===== src/rtl/hazard_controller.sv =====
// Pipeline sequencing controller: latch enables/flushes, PC enable, load-use stall and HALT drain FSM.
// Optional performance counters are enabled with `define HAZARD_PERF_CNT_EN.
module hazard_controller #(
    parameter int REG_W = 5
`ifdef HAZARD_PERF_CNT_EN
    , parameter int CNT_W = 32
`endif
) (
    input  logic             CLK,
    input  logic             RST,
    input  logic             ihit,
    input  logic             dhit,
    input  logic             dmemREN_mem,
    input  logic             dmemWEN_mem,
    input  logic             memRead_ex,
    input  logic [REG_W-1:0] Rd_ex,
    input  logic [REG_W-1:0] Rs_dec,
    input  logic [REG_W-1:0] Rt_dec,
    input  logic             useRt_dec,
    input  logic             redirect_mem,
    input  logic             halt_dec,
    input  logic             halt_wb,
    output logic             pc_en,
    output logic             ifid_en,
    output logic             idex_en,
    output logic             exmem_en,
    output logic             memwb_en,
    output logic             ifid_flush,
    output logic             idex_flush,
    output logic             exmem_flush,
    output logic             halt
`ifdef HAZARD_PERF_CNT_EN
    ,
    output logic [CNT_W-1:0] stall_cycles,
    output logic [CNT_W-1:0] flush_events
`endif
);

    typedef enum logic [1:0] {RUN, DRAIN, HALTED} state_e;

    state_e state_q, state_d;
    logic   dwait, lu;

    assign dwait = (dmemREN_mem | dmemWEN_mem) & ~dhit;
    assign lu    = memRead_ex & (Rd_ex != '0) &
                   ((Rd_ex == Rs_dec) | (useRt_dec & (Rd_ex == Rt_dec)));

    always_ff @(posedge CLK) begin
        if (RST) state_q <= RUN;
        else     state_q <= state_d;
    end

    always_comb begin
        state_d = state_q;
        case (state_q)
            RUN:    if (halt_dec & ~dwait & ~redirect_mem & ~lu) state_d = DRAIN;
            // A HALT reaching WB outranks a redirect that arrives in the same cycle.
            DRAIN:  if (halt_wb)                    state_d = HALTED;
                    else if (redirect_mem & ~dwait) state_d = RUN;
            HALTED: state_d = HALTED;
            default: state_d = RUN;
        endcase
    end

    always_comb begin
        pc_en       = 1'b1;
        ifid_en     = 1'b1;
        idex_en     = 1'b1;
        exmem_en    = 1'b1;
        memwb_en    = 1'b1;
        ifid_flush  = 1'b0;
        idex_flush  = 1'b0;
        exmem_flush = 1'b0;
        if (RST) begin
            {pc_en, ifid_en, idex_en, exmem_en, memwb_en} = '0;
            {ifid_flush, idex_flush, exmem_flush}          = '1;
        end else if (state_q == HALTED || dwait) begin
            {pc_en, ifid_en, idex_en, exmem_en, memwb_en} = '0;
        end else if (redirect_mem) begin
            {ifid_flush, idex_flush, exmem_flush} = '1;
        end else if (lu) begin
            pc_en      = 1'b0;
            ifid_en    = 1'b0;
            idex_flush = 1'b1;
        end else if (~ihit || state_q == DRAIN) begin
            pc_en      = 1'b0;
            ifid_flush = 1'b1;
        end
    end

    assign halt = (state_q == HALTED) & ~RST;

`ifdef HAZARD_PERF_CNT_EN
    logic [CNT_W-1:0] stall_cycles_q, stall_cycles_d;
    logic [CNT_W-1:0] flush_events_q, flush_events_d;

    // Both counters stick at all-ones instead of wrapping.
    always_comb begin
        stall_cycles_d = stall_cycles_q;
        flush_events_d = flush_events_q;
        if (~pc_en && state_q != HALTED && stall_cycles_q != '1)
            stall_cycles_d = stall_cycles_q + CNT_W'(1);
        if (redirect_mem && ~dwait && flush_events_q != '1)
            flush_events_d = flush_events_q + CNT_W'(1);
    end

    always_ff @(posedge CLK) begin
        if (RST) begin
            stall_cycles_q <= '0;
            flush_events_q <= '0;
        end else begin
            stall_cycles_q <= stall_cycles_d;
            flush_events_q <= flush_events_d;
        end
    end

    assign stall_cycles = stall_cycles_q;
    assign flush_events = flush_events_q;
`endif

endmodule


===== config.mk =====
export PLATFORM = sky130hd
export DESIGN_NAME = hazard_controller
export DESIGN_NICKNAME = d
export VERILOG_FILES = /design/src/rtl/hazard_controller.sv
export SDC_FILE = /design/constraint.sdc
export NUM_CORES = 1
export LEC_CHECK = 0
export BUFFER_PORTS_ARGS = -buffer_cell sky130_fd_sc_hd__buf_4
export CAP_MARGIN = 20
export CORE_AREA = 5 5 42 44
export DETAILED_ROUTE_END_ITERATION = 6
export DIE_AREA = 0 0 47 49
export GPL_ROUTABILITY_DRIVEN = 0
export PLACE_DENSITY = 0.74
export SLEW_MARGIN = 20
export SYNTH_ARGS = -nofsm -noshare
export SYNTH_HDL_FRONTEND = slang
export SYNTH_SLANG_ARGS = --single-unit

===== constraint.sdc =====
create_clock -name CLK -period 3.4 [get_ports CLK]
set_clock_uncertainty 0.2 [all_clocks]
set_input_delay 0.17 -clock CLK [delete_from_list [all_inputs] [get_ports CLK]]
set_output_delay 0.17 -clock CLK [all_outputs]
set_load 0.005 [all_outputs]

==> out/metrics.csv, run 1 <==
metric;value;unit
post_cts resized;0;
first-pass GRT wire length;1.84;mm
Fillers;153;
number of antenna violations at the first check in global routing;0;
Syn Std Cell Area;347;µm²
Arr. time, crit path;1410;ps
worst path cell trace;dlygate4sd3_1, buf_4, nor2_1, a21boi_1, buf_4;
DR iter-0 viols;10;
post-synthesis async set-or-reset flop share;0;%
layout cells sized above 1;45.9;%
Final Critical Period;1780;ps
Num CTS Buffers;3;
Synth cell types;22;
Longest Clk Path Bufs;2;
area of the die;0.00230;mm²
Power per Cell Area;241;mW/mm²
DR vias;482;
required time worst endpoint;3030;ps
Die Width;47;µm
Fin. Hold Viols;0;
clock tree from TritonCTS;done;
ys flop type;dfxtp_1;
Avg Cell Area, Syn;7.07;µm²
syn_nets;75;
max_cap viols;0;
worst-margin pin slew;475;ps
Rel. slew slack;68.3;%
Seq/Total Area, Yosys;11.6;%
Port Buffers;34;
cells after synthesis;49;
FP Rows;14;
GR peak layer;met2;
DIE HEIGHT;49;µm
Nets;113;
Core Footprint;0.00140;mm²
GR Util met1;10.9;%
global-route track usage on met2;16.7;%
status;completed;
TNS Setup;0;ps
register with the most flip-flops;state_q;
GRT overflow;0;
Post-DRT Antenna Nets;0;
Hold Buf Count CTS;2;
Setup crit end kind;output pin;
startpoint types;input pin;
drt pass-1 iters;4;
I/O pin count;35;
initial core utilization;24.7;%
CTS clock-pin slew for the worst setup and hold paths;40;ps
drt total wl;1.14;mm
pin count of the biggest net entering global routing;11;
biggest regs;state_q (2);
worst path bufs/invs;3;
Worst Path Max Fanout;10;
max incr delay on CP;530;ps
number of diodes;0;
fin crit share;52.3;%
RSZ-0062 raised after global routing;false;
Largest register FFs;2;
FMAX;0.562;GHz
Max Slew Vio Count;0;
most frequent cells in the layout;buf_4 (34), xnor2_1 (10), nor2_1 (6);
EDFF count, synth;0;
clk root buf;clkbuf_4;
DRC;0;
CP delay by family, top;buffers and inverters;
endpoints failing setup;0;
post-synthesis register bit count;2;
synth-to-layout area growth;86.3;%
final core occ;46.1;%
Crit Path Category;input pin to output pin;
wire length per cell;11.3;µm
Clock H-tree levels;1;
met3 Resource Use GR;6.27;%
most common cell after layout, fill and taps aside;buf_4;
# clock sinks;2;
maximum vdd drop;0.197;mV
placed wire-length estimate;996;µm
Clk Latency, worst-skew pair;230;ps
leakage power;0.293;nW
Post CTS Setup Buffer Count;0;
number of global-route vias before repair;457;
Yosys warning count;0;
via-per-instance ratio;4.77;
Slowest cell on crit path;dlygate4sd3_1;
Worst Hold Class;input pin to register;
Most common cell on crit path;buf_4;
all-layer global routing usage;11.0;%
-- tightest hold or removal path, stage by stage --
cell	delay, ps
buf_4	110
nand3b_1	70
a21oi_1	60
-- synthesized netlist by cell type (2+ instances only) --
master / instances / area, µm²
buf_4: 2 / 15.0
nor3_1: 3 / 15.0
a21boi_1: 2 / 15.0
xnor2_1: 10 / 87.6
nand2b_1: 2 / 12.5
a21oi_1: 4 / 20.0
nand2_1: 3 / 11.3
nand3_1: 2 / 10.0
dfxtp_1: 2 / 40.0
nor2_1: 6 / 22.5
a21o_1: 2 / 15.0
-- worst paths after layout --
kind,from,to,slack (ps),depth (start not counted)
max,RST,ifid_en,1620,5
min reg2reg,state_q[0],state_q[1],310,2
min,halt_wb,state_q[1],30,3
max reg2reg,state_q[1],state_q[0],2060,4
-- power breakdown --
part,total [mW],internal [mW],leakage [nW],switching (mW)
sequential,0.0261,0.0249,0.0163,0.00115
clock,0.0552,0.0392,0.0138,0.0161
combinational,0.0746,0.0459,0.263,0.0288
-- kinds of logic (layout without fill, tap and decap cells) --
family / Yosys count / after routing / share of synthesized area, %
compound gates: 13 / 13 / 26.7
xor+xnor: 10 / 10 / 25.3
flops: 2 / 2 / 11.6
simple gates: 21 / 21 / 31.0
buf+inv: 3 / 39 / 5.41
-- layout make-up --
| class | count | area (µm²) | area share (%) |
|---|---|---|---|
| multi-input cells | 44 | 288 | 44.6 |
| repair buffers | 36 | 275 | 42.6 |
| flip-flops and latches | 2 | 40.0 | 6.20 |
| clock buffers | 3 | 22.5 | 3.49 |
| well taps | 16 | 20.0 | 3.10 |
-- layer usage --
metal | routed length, µm | part of all wire, % | vias to the layer above
met5 | 0 | 0 | -
met4 | 0 | 0 | 0
met3 | 183 | 16 | 0
met2 | 571 | 50 | 34
met1 | 389 | 34 | 204
li1 | - | - | 244
-- per-stage QoR --
step	cells	area [µm²]	hold slack [ps]	total power, mW	setup slack [ps]
2_1_floorplan	49	347	59.4	0.0598	1930
3_3_place_gp	96	603	208	0.0987	1640
3_5_place_dp	96	603	215	0.100	1640
4_1_cts	101	646	17.7	0.161	1590
5_1_grt	101	646	27.6	0.171	1460
6_report	101	646	28.4	0.156	1620
Power figures use the tool's default switching activity.
==> inputs of run 2 (changes only) <==
Clock period 3.4 ns to 1.8 ns, I/O delays scaled along.
==> run 2 against run 1 <==
Worst hold slack gained 35 ps. Critical path depth unchanged. Power rose by 92%. Die area unchanged. Global-route usage is 0.42 points higher. First-iteration DRC count decreased by 100%. Clock power is 94% higher. Sequential power is 89% higher. Via count grew 0.41%. Register-to-register slack got worse by 1700 ps. Worst setup slack lost 1500 ps. Non-clock buffer count is 1 higher. Critical endpoint is now idex_flush. Largest cell class unchanged.
==> out/metrics.csv, run 2 (synthesized netlist as in run 1, its figures left out) <==
metric;value;unit;change
Fin. Hold Viols;0;;unchanged
Nets;114;;was 113
DRC;0;;unchanged
Crit Path Category;register to output pin;;was input pin to output pin
number of global-route vias before repair;474;;was 457
clock tree from TritonCTS;done;;unchanged
Multi-input gate area;290;µm²;was 288 µm²
placed cells;96;;unchanged
via-per-instance ratio;4.75;;was 4.77
max_cap viols;0;;unchanged
Core Footprint;0.00140;mm²;unchanged
Power per Cell Area;455;mW/mm²;was 241 mW/mm²
Layout Cells excl Fill;102;;was 101
all-layer global routing usage;11.4;%;was 11.0%
DIE HEIGHT;49;µm;unchanged
Die Width;47;µm;unchanged
layout cells sized above 1;46.5;%;was 45.9%
endpoints failing setup;0;;unchanged
first-pass GRT wire length;1.87;mm;was 1.84 mm
TNS Setup;0;ps;unchanged
most common cell after layout, fill and taps aside;buf_4;;unchanged
Clock H-tree levels;1;;unchanged
Largest register FFs;2;;unchanged
leakage power;0.300;nW;was 0.293 nW
synth-to-layout area growth;89.9;%;was 86.3%
fin crit share;91.8;%;
Arr. time, crit path;1360;ps;was 1410 ps
maximum vdd drop;0.400;mV;was 0.197 mV
required time worst endpoint;1510;ps;was 3030 ps
status;completed;;unchanged
Num CTS Buffers;3;;unchanged
Cell Area, Placed;603;µm²;unchanged
Worst Path Max Fanout;4;;was 10
pin count of the biggest net entering global routing;11;;unchanged
post-route design area;658;µm²;was 646 µm²
number of antenna violations at the first check in global routing;0;;unchanged
FF/Latch Area;40.0;µm²;unchanged
biggest regs;state_q (2);;unchanged
worst hold slack;63.1;ps;was 28.4 ps
I/O pin count;35;;unchanged
Tot Pwr;0.300;mW;was 0.156 mW
register with the most flip-flops;state_q;;unchanged
GRT overflow;0;;unchanged
Fillers;154;;was 153
Setup crit end kind;output pin;;unchanged
RSZ-0062 raised after global routing;false;;unchanged
FMAX;0.605;GHz;
FP Rows;14;;unchanged
drt pass-1 iters;1;;was 4
placed wire-length estimate;1.00;mm;was 996 µm
Port Buffers;34;;unchanged
number of diodes;0;;unchanged
startpoint types;register;;was input pin
DR iter-0 viols;0;;was 10
Longest Clk Path Bufs;2;;unchanged
drt total wl;1.15;mm;was 1.14 mm
Rel. slew slack;68.3;%;about the same
area of the die;0.00230;mm²;unchanged
Max Slew Vio Count;0;;unchanged
DR vias;484;;was 482
Worst Hold Class;input pin to register;;unchanged
most frequent cells in the layout;buf_4 (34), xnor2_1 (10), nor2_1 (5);;was buf_4 (34), xnor2_1 (10), nor2_1 (6)
wire length per cell;11.2;µm;was 11.3 µm
Post CTS Setup Buffer Count;0;;unchanged
# clock sinks;2;;unchanged
worst-margin pin slew;476;ps;was 475 ps
clk root buf;clkbuf_4;;unchanged
Final Critical Period;1650;ps;
Post-DRT Antenna Nets;0;;unchanged
initial core utilization;24.7;%;unchanged
Clk Latency, worst-skew pair;240;ps;was 230 ps
CTS clock-pin slew for the worst setup and hold paths;30;ps;was 40 ps
==> run 2: layout make-up <==
type                       count  share of cell area [%]
clock buffer                   3                    3.42
timing repair buffer          37                    43.3
sequential                     2                    6.08
tap                           16                    3.04
multi-input combinational     44                    44.1
==> run 2: power breakdown <==
| group | switching [mW] | internal, mW |
|---|---|---|
| registers | 0.00210 | 0.0471 |
| clock network | 0.0330 | 0.0741 |
| logic | 0.0552 | 0.0881 |
| total | 0.0904 | 0.209 |
==> run 2: worst max-delay path, cell delays in order (launching register included) <==
cell and delay, ps:
dfxtp_1 320, nand2b_1 190, and2_1 160, a21o_1 190
a21o_1 150, buf_4 130
==> run 2: path summary, 6_finish.rpt <==
check,startpoint,to,slack (ps),cells past startpoint
setup / recovery,state_q[0],idex_flush,150,5
hold / removal,halt_wb,state_q[0],60,4
setup reg to reg,state_q[0],state_q[1],330,3
hold reg to reg,state_q[1],state_q[0],510,3
==> run 2: timing repair <==
item | in CTS | in global routing
setup endpoints to repair | 0 | 1
hold buffers | 3 | 0
endpoints found under the hold margin | 2 | 0
resized for setup | 0 | 1
==> run 2: per-layer routing <==
layer	vias up	global-route usage [%]	part of all wire (%)
li1	247	-	-
met1	208	10.9	33
met2	27	17.6	51
met3	2	7.01	14
met4	0	6.91	0.87
met5	-	0	0
==> run 2: stage by stage <==
step | utilization [%] | setup slack (ps)
final | 47.0 | 148
after global routing | 47.0 | 12.9
after CTS | 46.8 | 87.2
after detailed placement | 43.0 | 192
after global placement | 43.0 | 200
after floorplan | - | 445
